==> src/rtl/mem_port_arbiter_pkg.sv <==
// mem_port_arbiter_pkg
// Shared types for the IF/DM backing-memory arbiter:
//   - sequencer state encoding (IDLE / ISSUE / RESP)
//   - grant encoding (GNT_IF / GNT_DM)
//   - default bus widths
//   - debug snapshot struct exported on the top-level dbg_o port
package mem_port_arbiter_pkg;

  localparam int DEFAULT_ADDR_W = 32;
  localparam int DEFAULT_DATA_W = 32;

  // Wide enough for STARVE_MAX in 1..15.
  localparam int STARVE_W = 4;

  typedef enum logic [1:0] {
    ST_IDLE  = 2'd0,
    ST_ISSUE = 2'd1,
    ST_RESP  = 2'd2
  } arb_state_e;

  typedef enum logic {
    GNT_IF = 1'b0,
    GNT_DM = 1'b1
  } gnt_e;

  typedef struct packed {
    arb_state_e          state;
    gnt_e                gnt;
    logic [STARVE_W-1:0] starve_cnt;
    logic                cancel_pending;
  } arb_dbg_t;

endpackage

==> src/rtl/mem_port_arbiter_prio_sel.sv <==
// arb_prio_sel
// DM-first priority selection with an anti-starvation override for IF,
// plus the saturating count of consecutive IF losses.
// Ports:
//   clk_i, rst_i     clock, asynchronous active-high reset
//   arb_en_i         1 while the sequencer is in IDLE and may grant
//   if_req_i         IF request (already masked by a same-cycle cancel)
//   dm_req_i         DM request
//   gnt_valid_o      some requester is asking
//   gnt_o            which requester would win this cycle
//   starve_cnt_o     consecutive IF losses, saturating at STARVE_MAX
module arb_prio_sel
  import mem_port_arbiter_pkg::*;
#(
  parameter int STARVE_MAX = 4
) (
  input  logic                clk_i,
  input  logic                rst_i,
  input  logic                arb_en_i,
  input  logic                if_req_i,
  input  logic                dm_req_i,
  output logic                gnt_valid_o,
  output gnt_e                gnt_o,
  output logic [STARVE_W-1:0] starve_cnt_o
);

  localparam logic [STARVE_W-1:0] STARVE_LIM = STARVE_W'(STARVE_MAX);

  logic [STARVE_W-1:0] starve_cnt_q, starve_cnt_d;

  always_comb begin
    gnt_valid_o = if_req_i | dm_req_i;
    gnt_o       = GNT_IF;
    // DM wins unless IF has already lost STARVE_MAX times in a row.
    if (dm_req_i && !(if_req_i && (starve_cnt_q == STARVE_LIM))) begin
      gnt_o = GNT_DM;
    end
  end

  always_comb begin
    starve_cnt_d = starve_cnt_q;
    if (arb_en_i && gnt_valid_o) begin
      if (gnt_o == GNT_IF) begin
        starve_cnt_d = '0;
      end else if (if_req_i && (starve_cnt_q != STARVE_LIM)) begin
        starve_cnt_d = starve_cnt_q + 1'b1;
      end
    end
  end

  always_ff @(posedge clk_i or posedge rst_i) begin
    if (rst_i) begin
      starve_cnt_q <= '0;
    end else begin
      starve_cnt_q <= starve_cnt_d;
    end
  end

  assign starve_cnt_o = starve_cnt_q;

endmodule

==> src/rtl/mem_port_arbiter.sv <==
// mem_port_arbiter
// Shares one single-ported, variable-latency memory between the pipeline's
// instruction-fetch (IF) and data-memory (DM) ports with an
// IDLE -> ISSUE -> RESP sequencer.
// Optional feature macro: ARB_TIMEOUT_EN (ISSUE-state timeout, err_o pulse).
// Ports:
//   clk_i, rst_i                  clock, asynchronous active-high reset
//   if_req_i/if_addr_i            IF read request, held until if_done_o
//   if_cancel_i                   branch flush; suppresses the IF done
//   if_done_o/if_rdata_o          IF completion pulse and registered word
//   dm_req_i/dm_we_i/dm_addr_i/dm_wdata_i   DM request, held until dm_done_o
//   dm_done_o/dm_rdata_o          DM completion pulse and read data
//   mem_req_o/mem_we_o/mem_addr_o/mem_wdata_o  backing memory request
//   mem_ack_i/mem_rdata_i         one-cycle completion with read data
//   busy_o                        sequencer not in IDLE
//   err_o                         timeout pulse (0 without ARB_TIMEOUT_EN)
//   dbg_o                         state / grant / starve count / cancel flag
// Handshake: each requester raises req with stable address/data and holds
// it until it sees its one-cycle done pulse; the memory side holds mem_req_o
// with stable mem_* values until a one-cycle mem_ack_i, whose mem_rdata_i is
// valid in that same cycle.
module mem_port_arbiter
  import mem_port_arbiter_pkg::*;
#(
  parameter int ADDR_W     = DEFAULT_ADDR_W,
  parameter int DATA_W     = DEFAULT_DATA_W,
  parameter int STARVE_MAX = 4,
  parameter int TIMEOUT    = 64
) (
  input  logic              clk_i,
  input  logic              rst_i,
  input  logic              if_req_i,
  input  logic [ADDR_W-1:0] if_addr_i,
  input  logic              if_cancel_i,
  output logic              if_done_o,
  output logic [DATA_W-1:0] if_rdata_o,
  input  logic              dm_req_i,
  input  logic              dm_we_i,
  input  logic [ADDR_W-1:0] dm_addr_i,
  input  logic [DATA_W-1:0] dm_wdata_i,
  output logic              dm_done_o,
  output logic [DATA_W-1:0] dm_rdata_o,
  output logic              mem_req_o,
  output logic              mem_we_o,
  output logic [ADDR_W-1:0] mem_addr_o,
  output logic [DATA_W-1:0] mem_wdata_o,
  input  logic              mem_ack_i,
  input  logic [DATA_W-1:0] mem_rdata_i,
  output logic              busy_o,
  output logic              err_o,
  output arb_dbg_t          dbg_o
);

  arb_state_e          state_q, state_d;
  gnt_e                gnt_q, gnt_d;
  logic                cancel_pending_q, cancel_pending_d;
  logic                mem_req_q, mem_req_d;
  logic                mem_we_q, mem_we_d;
  logic [ADDR_W-1:0]   mem_addr_q, mem_addr_d;
  logic [DATA_W-1:0]   mem_wdata_q, mem_wdata_d;
  logic                if_done_q, if_done_d;
  logic [DATA_W-1:0]   if_rdata_q, if_rdata_d;
  logic                dm_done_q, dm_done_d;
  logic [DATA_W-1:0]   dm_rdata_q, dm_rdata_d;
  logic                err_q, err_d;

  logic                if_req_eff;
  logic                sel_valid;
  gnt_e                sel_gnt;
  logic [STARVE_W-1:0] starve_cnt;
  logic                if_suppress;

`ifdef ARB_TIMEOUT_EN
  localparam int TO_W = $clog2(TIMEOUT + 1);
  logic [TO_W-1:0] to_cnt_q, to_cnt_d;
`else
  localparam int unused_timeout = TIMEOUT;
`endif

  // A fetch that is flushed in the cycle it is raised never competes.
  assign if_req_eff = if_req_i & ~if_cancel_i;

  arb_prio_sel #(
    .STARVE_MAX (STARVE_MAX)
  ) u_prio (
    .clk_i        (clk_i),
    .rst_i        (rst_i),
    .arb_en_i     (state_q == ST_IDLE),
    .if_req_i     (if_req_eff),
    .dm_req_i     (dm_req_i),
    .gnt_valid_o  (sel_valid),
    .gnt_o        (sel_gnt),
    .starve_cnt_o (starve_cnt)
  );

  // A cancel seen in the completion cycle itself still suppresses the done.
  assign if_suppress = cancel_pending_q | if_cancel_i;

  always_comb begin
    state_d          = state_q;
    gnt_d            = gnt_q;
    cancel_pending_d = cancel_pending_q;
    mem_req_d        = mem_req_q;
    mem_we_d         = mem_we_q;
    mem_addr_d       = mem_addr_q;
    mem_wdata_d      = mem_wdata_q;
    if_done_d        = 1'b0;
    if_rdata_d       = if_rdata_q;
    dm_done_d        = 1'b0;
    dm_rdata_d       = dm_rdata_q;
    err_d            = 1'b0;
`ifdef ARB_TIMEOUT_EN
    to_cnt_d         = to_cnt_q;
`endif

    case (state_q)
      ST_IDLE: begin
        cancel_pending_d = 1'b0;
        if (sel_valid) begin
          gnt_d     = sel_gnt;
          state_d   = ST_ISSUE;
          mem_req_d = 1'b1;
`ifdef ARB_TIMEOUT_EN
          to_cnt_d  = '0;
`endif
          if (sel_gnt == GNT_IF) begin
            mem_we_d   = 1'b0;
            mem_addr_d = if_addr_i;
          end else begin
            mem_we_d    = dm_we_i;
            mem_addr_d  = dm_addr_i;
            mem_wdata_d = dm_wdata_i;
          end
        end
      end

      ST_ISSUE: begin
        if ((gnt_q == GNT_IF) && if_cancel_i) begin
          cancel_pending_d = 1'b1;
        end
        if (mem_ack_i) begin
          mem_req_d = 1'b0;
          state_d   = ST_RESP;
          if (gnt_q == GNT_IF) begin
            // The word is captured even when the done is suppressed.
            if_rdata_d = mem_rdata_i;
            if_done_d  = ~if_suppress;
          end else begin
            if (!mem_we_q) begin
              dm_rdata_d = mem_rdata_i;
            end
            dm_done_d = 1'b1;
          end
        end
`ifdef ARB_TIMEOUT_EN
        else if (to_cnt_q == TO_W'(TIMEOUT - 1)) begin
          // Give up: complete towards the requester with rdata unchanged.
          mem_req_d = 1'b0;
          err_d     = 1'b1;
          state_d   = ST_RESP;
          if (gnt_q == GNT_IF) begin
            if_done_d = ~if_suppress;
          end else begin
            dm_done_d = 1'b1;
          end
        end else begin
          to_cnt_d = to_cnt_q + 1'b1;
        end
`endif
      end

      ST_RESP: begin
        // The done pulse is already on the outputs this cycle; requests are
        // deliberately not sampled so a requester can retarget here.
        state_d          = ST_IDLE;
        cancel_pending_d = 1'b0;
      end

      default: begin
        state_d = ST_IDLE;
      end
    endcase
  end

  always_ff @(posedge clk_i or posedge rst_i) begin
    if (rst_i) begin
      state_q          <= ST_IDLE;
      gnt_q            <= GNT_IF;
      cancel_pending_q <= 1'b0;
      mem_req_q        <= 1'b0;
      mem_we_q         <= 1'b0;
      mem_addr_q       <= '0;
      mem_wdata_q      <= '0;
      if_done_q        <= 1'b0;
      if_rdata_q       <= '0;
      dm_done_q        <= 1'b0;
      dm_rdata_q       <= '0;
      err_q            <= 1'b0;
`ifdef ARB_TIMEOUT_EN
      to_cnt_q         <= '0;
`endif
    end else begin
      state_q          <= state_d;
      gnt_q            <= gnt_d;
      cancel_pending_q <= cancel_pending_d;
      mem_req_q        <= mem_req_d;
      mem_we_q         <= mem_we_d;
      mem_addr_q       <= mem_addr_d;
      mem_wdata_q      <= mem_wdata_d;
      if_done_q        <= if_done_d;
      if_rdata_q       <= if_rdata_d;
      dm_done_q        <= dm_done_d;
      dm_rdata_q       <= dm_rdata_d;
      err_q            <= err_d;
`ifdef ARB_TIMEOUT_EN
      to_cnt_q         <= to_cnt_d;
`endif
    end
  end

  assign if_done_o   = if_done_q;
  assign if_rdata_o  = if_rdata_q;
  assign dm_done_o   = dm_done_q;
  assign dm_rdata_o  = dm_rdata_q;
  assign mem_req_o   = mem_req_q;
  assign mem_we_o    = mem_we_q;
  assign mem_addr_o  = mem_addr_q;
  assign mem_wdata_o = mem_wdata_q;
  assign busy_o      = (state_q != ST_IDLE);
  assign err_o       = err_q;

  assign dbg_o.state          = state_q;
  assign dbg_o.gnt            = gnt_q;
  assign dbg_o.starve_cnt     = starve_cnt;
  assign dbg_o.cancel_pending = cancel_pending_q;

endmodule

==> config.mk <==
export PLATFORM = sky130hd
export DESIGN_NAME = mem_port_arbiter
export DESIGN_NICKNAME = d
export VERILOG_FILES = /design/src/rtl/mem_port_arbiter_pkg.sv /design/src/rtl/mem_port_arbiter_prio_sel.sv /design/src/rtl/mem_port_arbiter.sv
export SDC_FILE = /design/constraint.sdc
export NUM_CORES = 1
export LEC_CHECK = 0
export ABC_AREA = 1
export CAP_MARGIN = 5
export CORE_MARGIN = 3
export CORE_UTILIZATION = 55
export CTS_CLUSTER_SIZE = 20
export DETAILED_ROUTE_END_ITERATION = 16
export DONT_BUFFER_PORTS = 1
export PLACE_DENSITY = 0.7
export SLEW_MARGIN = 30
export SYNTH_ARGS = -nofsm -noshare
export SYNTH_HDL_FRONTEND = slang
export SYNTH_HIERARCHICAL = 1
export SYNTH_SLANG_ARGS = --single-unit
==> constraint.sdc <==
create_clock -name clk_i -period 12.9 [get_ports clk_i]
set_clock_uncertainty 0.05 [all_clocks]
set_input_delay 1.29 -clock clk_i [delete_from_list [all_inputs] [get_ports clk_i]]
set_output_delay 1.29 -clock clk_i [all_outputs]
set_load 0.1 [all_outputs]
==> flow_metrics.env, run 1 <==
export IMPL_status="finished, final reports clean"
export IMPL_cts_hold_fix_buffers=0
export IMPL_io_pins=277
export IMPL_cp_start_kind="register"
export IMPL_drc=0
export IMPL_synth_cells=735
export IMPL_slowest_delay_ns=0.75
export IMPL_synth_xor_area_share_pct=0.146
export IMPL_synth_simple_gate_area_share_pct=31.3
export IMPL_critPathKind="reg2out"
export IMPL_slew_violations=0
export IMPL_die_x_um=110
export IMPL_insertedDiodeCount=0
export IMPL_critical_path_max_fanout=4
export IMPL_cts_buffer_depth=2
export IMPL_r2r_slack_ns=9.45
export IMPL_die_h_um=110
export IMPL_core_area_um2=10500
export IMPL_clk_latency_ns=0.52
export IMPL_wl_met2_mm=7.62
export IMPL_synth_mux_area_share_pct=0
export IMPL_post_cts_buffers=0
export IMPL_post_drt_wl_per_cell_um=17.4
export IMPL_critPathBufInv=1
export IMPL_vias=4691
export IMPL_area_delta_synth_final_pct=10.7
export IMPL_finalSetupViolations=0
export IMPL_cts_root_buffer="clkbuf_8"
export IMPL_met1Wirelength_mm=5.57
export IMPL_grt_usage_pct=25.1
export IMPL_seq_area_um2=3510
export IMPL_dr_max_layer_used="met4"
export IMPL_cts_buffers=17
export IMPL_worst_pin_slew_ns=1.01
export IMPL_port_buffers=0
export IMPL_crit_arrival_ns=2.14
export IMPL_slew_headroom_pct=32.7
export IMPL_initial_utilization_pct=57.3
export IMPL_via_per_inst=5.42
export IMPL_cp_top_family="flip-flops"
export IMPL_ctsResizeCount=0
export IMPL_synth_nets=872
export IMPL_fill_cells=886
export IMPL_finish_utilization_pct=63.5
export IMPL_path_cells="inv_1 -> nand2_1"
export IMPL_critPathSlowestCell="dfrtp_2"
export IMPL_wl_met3_mm=1.46
export IMPL_fin_crit_sh_pct=27.0
export IMPL_place_ws_ns=8.83
export IMPL_fmax_mhz=287
export IMPL_synth_adder_area_share_pct=0.417
export IMPL_final_hold_viol_count=0
export IMPL_fin_setup_tns_ns=0
export IMPL_cts_tree="done"
export IMPL_yosysSeqAreaShare_pct=58.4
export IMPL_antenna_found_initial=0
export IMPL_num_rows=37
export IMPL_syn_area_per_cell_um2=8.16
export IMPL_crit_path_end_kind="output pin"
export IMPL_synth_top_family_by_area="simple AND/OR/NAND/NOR gates"
export IMPL_maxCapViolations=0
export IMPL_layout_commonest_cell="nand2_1"
export IMPL_clk_pin_slew_ns=0.06
export IMPL_period_minus_slack_ns=3.48
export IMPL_routed_wl_mm=15.1
export IMPL_ys_warn_count=6
export IMPL_cts_num_sinks=140
export IMPL_ant_nets=0
export IMPL_mostFrequentLayoutCells="nand2_1 (374), dfrtp_1 (134), nand3_1 (70), inv_1 (43), o21ai_0 (37)"
export IMPL_multiInputGateArea_um2=2100
export IMPL_dr_pass1_iters=5
export IMPL_grt_pass1_wl_mm=24.2
export IMPL_drt_iter0_markers=375
export IMPL_hold_class="in2async"
export IMPL_fin_ws_ns=9.42
export IMPL_nets=854
export IMPL_yosys_cell_types_count=19
export IMPL_grt_overflow=0
export IMPL_die_area_um2=12200
export IMPL_dp_hpwl_mm=10.6
export IMPL_drive_gt1_share_pct=8.09
export IMPL_gp_congestion=0.818
export IMPL_grt_pass1_vias=4589
export IMPL_synth_area_um2=6000
export IMPL_cp_data_required_time_ns=11.56
export IMPL_ys_ff_latch=140
export IMPL_grt_max_degree=75
export IMPL_h_tree_depth=4
export IMPL_rsz0062_at_grt="false"
export IMPL_synth_compound_area_share_pct=3.09
[cell families after synthesis]
logic type               count (synthesis)
AO/OA/AOI/OAI                           37
XOR/XNOR                                 1
adder cells (fa/ha/maj)                  2
buffers and inverters                   91
flip-flops                             140
other                                    1
AND/OR/NAND/NOR                        463
[final cells by class]
class	instances	area share [%]
multi-input cells	504	31.7
repair buffers	3	0.339
clock buffers	20	6.71
clock inverters	11	2.88
well taps	136	2.56
inverters	51	2.96
flip-flops and latches	140	52.9
[cell usage after synthesis, drive strengths merged]
cell type | number | area [um2]
conb | 1 | 3.75
nor3 | 1 | 10.0
nand2 | 379 | 1430
dfrtp | 140 | 3500
xor2 | 1 | 8.76
buf | 30 | 168
clkbuf | 10 | 37.5
inv | 51 | 191
nand3 | 71 | 360
nand4 | 1 | 6.26
o21ai | 37 | 185
nor2 | 11 | 66.3
ha | 2 | 25.0
[layer usage]
layer / GRT usage (%) / up-vias
met4: 9.77 / 0
met5: 0 / -
met3: 10.9 / 35
li1: - / 2221
met2: 42.1 / 245
met1: 28.3 / 2190
[registers in the layout (all words and copies together), names as in the netlist]
name / flops
cancel_pending_q: 1
dm_done_o: 1
dm_rdata_o: 32
gnt_q: 1
if_done_o: 1
if_rdata_o: 32
mem_addr_o: 32
mem_req_o: 1
mem_wdata_o: 32
mem_we_o: 1
state_q: 2
u_prio/starve_cnt_o: 4
[stage by stage]
step / cells / hold slack (ns) / cell area, um2
4_1_cts: 865 / 0.460 / 6640
6_report: 865 / 0.487 / 6640
5_1_grt: 865 / 0.465 / 6640
3_3_place_gp: 834 / 0.957 / 5990
2_1_floorplan: 735 / 0.390 / 6000
3_5_place_dp: 834 / 0.813 / 6000
[worst paths after layout]
path,start,end,depth (start not counted)
max in group asynchronous,rst_i,gnt_q,2
min reg2reg,u_prio/starve_cnt_o[0],u_prio/starve_cnt_o[0],2
max,state_q[1],busy_o,2
max reg2reg,u_prio/starve_cnt_o[0],mem_wdata_o[7],12
min,rst_i,u_prio/starve_cnt_o[0],1
min in group clk_i,if_cancel_i,if_done_o,1
Power of run 1 is not shown: default switching activity piles up to over one toggle a cycle in this logic, so the estimate is an artifact.
==> run 2, diff against run 1 <==
--- a/config.mk
+++ b/config.mk
@@ -5,7 +5,7 @@
 export SDC_FILE = /design/constraint.sdc
 export NUM_CORES = 1
 export LEC_CHECK = 0
-export ABC_AREA = 1
+export ABC_AREA = 0
 export CAP_MARGIN = 5
 export CORE_MARGIN = 3
 export CORE_UTILIZATION = 55
==> constraint.sdc (replaced) <==
create_clock -name clk_i -period 3.4 [get_ports clk_i]
set_clock_uncertainty 0.05 [all_clocks]
set_input_delay 0.34 -clock clk_i [delete_from_list [all_inputs] [get_ports clk_i]]
set_output_delay 0.34 -clock clk_i [all_outputs]
set_load 0.1 [all_outputs]
==> flow_metrics.env, run 2 <==
export IMPL_status="aborted with a tool error"
export IMPL_failing_step="clock tree synthesis (4_1_cts)"
export IMPL_port_buffers=0
export IMPL_cts_num_sinks=140
export IMPL_synth_top_area_share_pct=62.4
export IMPL_yosysSeqAreaShare_pct=62.4
export IMPL_synth_top_cell_by_area="dfrtp_1"
export IMPL_synth_most_common_cell="dfrtp_1"
export IMPL_io_pins=277
export IMPL_error="[ERROR RSZ-0060] Max buffer count reached."
export IMPL_synth_area_um2=5620
export IMPL_synth_cells=405
export IMPL_post_cts_buffers=0
export IMPL_h_tree_depth=4
export IMPL_ys_flop_type="dfrtp_1"
export IMPL_ctsResizeCount=0
export IMPL_yosys_cell_types_count=33
export IMPL_cts_buffers=17
export IMPL_async_reset_ff_share_pct=100
export IMPL_ys_warn_count=6
export IMPL_synthTopCellsByArea="dfrtp_1 (62%), mux2_2 (19%), mux2i_1 (5.7%)"
export IMPL_dp_hpwl_mm=9.20
export IMPL_die_x_um=107
export IMPL_syn_area_per_cell_um2=13.9
export IMPL_initial_utilization_pct=56.9
export IMPL_die_h_um=107
export IMPL_cts_buffer_depth=2
export IMPL_cts_root_buffer="clkbuf_8"
export IMPL_num_rows=36
export IMPL_synthTopCellsByCount="dfrtp_1 (140), mux2_2 (96), nor2_1 (35)"
export IMPL_ys_ff_latch=140
export IMPL_gp_congestion=0.854
export IMPL_cts_hold_fix_buffers=113
export IMPL_synth_nets=542
export IMPL_synth_edf_count=0
==> run 2: cell families after synthesis <==
family                   count (synthesis)  synth area share (%)
AO/OA/AOI/OAI                           43                  4.28
adder cells (fa/ha/maj)                  2                 0.446
buffers and inverters                   33                  3.07
flip-flops                             140                  62.4
multiplexers                           128                  25.0
other                                    1                0.0668
AND/OR/NAND/NOR                         58                  4.79
==> run 2: through the flow <==
| stage | instances | setup WS (ns) | hold slack (ns) | cell area (um2) |
|---|---|---|---|---|
| 3_5_place_dp | 530 | 1.04 | 0.0837 | 5790 |
| 3_3_place_gp | 530 | 1.15 | 0.0777 | 5790 |
| 2_1_floorplan | 405 | 0.715 | 0.0561 | 5620 |
==> run 3, diff against run 2 <==
--- a/config.mk
+++ b/config.mk
@@ -8,11 +8,10 @@
 export ABC_AREA = 0
 export CAP_MARGIN = 5
 export CORE_MARGIN = 3
-export CORE_UTILIZATION = 55
-export CTS_CLUSTER_SIZE = 20
+export CORE_UTILIZATION = 40
 export DETAILED_ROUTE_END_ITERATION = 16
 export DONT_BUFFER_PORTS = 1
-export PLACE_DENSITY = 0.7
+export PLACE_DENSITY_LB_ADDON = 0.15
 export SLEW_MARGIN = 30
 export SYNTH_ARGS = -nofsm -noshare
 export SYNTH_HDL_FRONTEND = slang
==> flow_metrics.env, run 3 <==
export IMPL_status="finished, final reports clean"
export IMPL_area_delta_synth_final_pct=15.5
export IMPL_clk_pin_slew_ns=0.05
export IMPL_h_tree_depth=4
export IMPL_insertedDiodeCount=0
export IMPL_synth_edf_count=0
export IMPL_dp_hpwl_mm=9.24
export IMPL_gp_congestion=0.721
export IMPL_fin_cells=607
export IMPL_fmax_mhz=430
export IMPL_yosysSeqAreaShare_pct=62.4
export IMPL_mostFrequentLayoutCells="dfrtp_1 (139), mux2_2 (96), nor2_1 (34), a21oi_1 (33), mux2i_1 (32)"
export IMPL_drt_iter0_markers=69
export IMPL_worst_pin_slew_ns=0.990
export IMPL_synth_nets=542
export IMPL_grt_pass1_wl_mm=20.3
export IMPL_post_drt_wl_per_cell_um=20.8
export IMPL_cts_buffer_depth=2
export IMPL_hold_class="in2reg"
export IMPL_finalSetupViolations=0
export IMPL_cts_root_buffer="clkbuf_16"
export IMPL_fill_cells=1182
export IMPL_post_cts_buffers=0
export IMPL_ys_ff_latch=140
export IMPL_num_rows=42
export IMPL_critPathSlowestCell="mux2_2"
export IMPL_drc=0
export IMPL_slowest_delay_ns=0.39
export IMPL_critPathKind="reg2reg"
export IMPL_synth_area_um2=5620
export IMPL_synth_most_common_cell="dfrtp_1"
export IMPL_routed_wl_mm=12.6
export IMPL_maxCapViolations=0
export IMPL_crit_arrival_ns=2.56
export IMPL_crit_path_end_kind="register"
export IMPL_fin_crit_sh_pct=68.4
export IMPL_vias=3249
export IMPL_ys_warn_count=6
export IMPL_initial_utilization_pct=41.6
export IMPL_synth_top_cell_by_area="dfrtp_1"
export IMPL_async_reset_ff_share_pct=100
export IMPL_synthTopCellsByArea="dfrtp_1 (62%), mux2_2 (19%), mux2i_1 (5.7%)"
export IMPL_placed_cells=572
export IMPL_syn_area_per_cell_um2=13.9
export IMPL_core_area_um2=13500
export IMPL_fin_ws_ns=1.07
export IMPL_ys_flop_type="dfrtp_1"
export IMPL_die_area_um2=15500
export IMPL_slew_headroom_pct=34.0
export IMPL_cts_num_sinks=140
export IMPL_rsz0062_at_grt="false"
export IMPL_synthTopCellsByCount="dfrtp_1 (140), mux2_2 (96), nor2_1 (35)"
export IMPL_io_pins=277
export IMPL_grt_pass1_vias=3491
export IMPL_drive_gt1_share_pct=33.9
export IMPL_via_per_inst=5.35
export IMPL_place_ws_ns=1.07
export IMPL_dr_pass1_iters=4
export IMPL_layout_commonest_cell="dfrtp_1"
export IMPL_ant_nets=0
export IMPL_critical_path_max_fanout=34
export IMPL_synth_top_area_share_pct=62.4
export IMPL_yosys_cell_types_count=33
export IMPL_path_cells="buf_4 -> inv_1 -> ha_1 -> nand4b_1 -> nand2_1 -> clkinv_1 -> and3_1 -> buf_4 -> mux2_2"
export IMPL_cp_data_required_time_ns=3.63
export IMPL_ctsResizeCount=0
export IMPL_cts_hold_fix_buffers=4
export IMPL_grt_max_degree=65
export IMPL_synth_cells=405
export IMPL_nets=557
export IMPL_die_x_um=124
export IMPL_slew_violations=0
export IMPL_period_minus_slack_ns=2.33
export IMPL_antenna_found_initial=0
export IMPL_cp_start_kind="register"
export IMPL_critPathMostFrequentCell="buf_4"
export IMPL_cts_buffers=17
export IMPL_port_buffers=0
export IMPL_die_h_um=124
export IMPL_fin_setup_tns_ns=0
export IMPL_grt_usage_pct=16.8
export IMPL_grt_overflow=0
export IMPL_cts_tree="done"
export IMPL_final_hold_viol_count=0
export IMPL_clk_latency_ns=0.40
run 3: cell counts after synthesis:
Identical to the previous run, type by type.
run 3: critical path: cells and delay by family (launching register included):
family | cells | cell delay, ns
multiplexers | 1 | 0.39
flip-flops | 1 | 0.32
adder cells (fa/ha/maj) | 1 | 0.24
AND/OR/NAND/NOR | 3 | 0.34
buffers and inverters | 4 | 0.85
run 3: per-stage QoR:
step	util [%]	area (um2)	hold slack, ns
2_1_floorplan	-	5620	0.0561
3_3_place_gp	43.3	5840	0.0840
3_5_place_dp	43.3	5850	0.0925
4_1_cts	47.9	6470	0.00466
5_1_grt	48.0	6490	0.00264
6_report	48.0	6490	0.0270
run 3: logic make-up (layout without fill, tap and decap cells):
logic type                 after synthesis  count (layout)  share of synthesized area (%)
AOI/OAI and AO/OA                       43              43                           4.28
muxes                                  128             128                           25.0
DFF                                    140             140                           62.4
and+or+nand+nor                         58              58                           4.79
adders and majority gates                2               2                          0.446
buffers and inverters                   33              59                           3.07
other                                    1               1                         0.0668
run 3: final timing paths:
path                       cells after the start                     end  slack (ns)                   start
min in group asynchronous                      2  u_prio/starve_cnt_o[3]        0.30                   rst_i
max                                            9         mem_wdata_o[12]        1.07  u_prio/starve_cnt_o[0]
max in group asynchronous                      4          mem_addr_o[21]        2.03                   rst_i
min reg2reg                                    1        cancel_pending_q        0.44              state_q[0]
min                                            1  u_prio/starve_cnt_o[2]        0.03                dm_req_i
max reg2reg                                    9         mem_wdata_o[12]        1.07  u_prio/starve_cnt_o[0]
run 3: final cells by class:
| class | count | area (um2) | area share, % |
|---|---|---|---|
| flip-flops and latches | 140 | 3500 | 54.0 |
| multi-input cells | 232 | 1960 | 30.2 |
| clock buffers | 23 | 468 | 7.21 |
| repair buffers | 20 | 185 | 2.85 |
| clock inverters | 7 | 114 | 1.76 |
| inverters | 9 | 37.5 | 0.579 |
| well taps | 176 | 220 | 3.39 |
run 3: per-layer routing:
layer  part of all wire [%]  up-vias  track usage (%)
met3                     12       20             9.01
met4                    2.3        0             6.58
met5                      0        -                0
met2                     49      203             26.4
li1                       -     1434                -
met1                     37     1592             19.2
Power of run 3 is left out for the same reason.
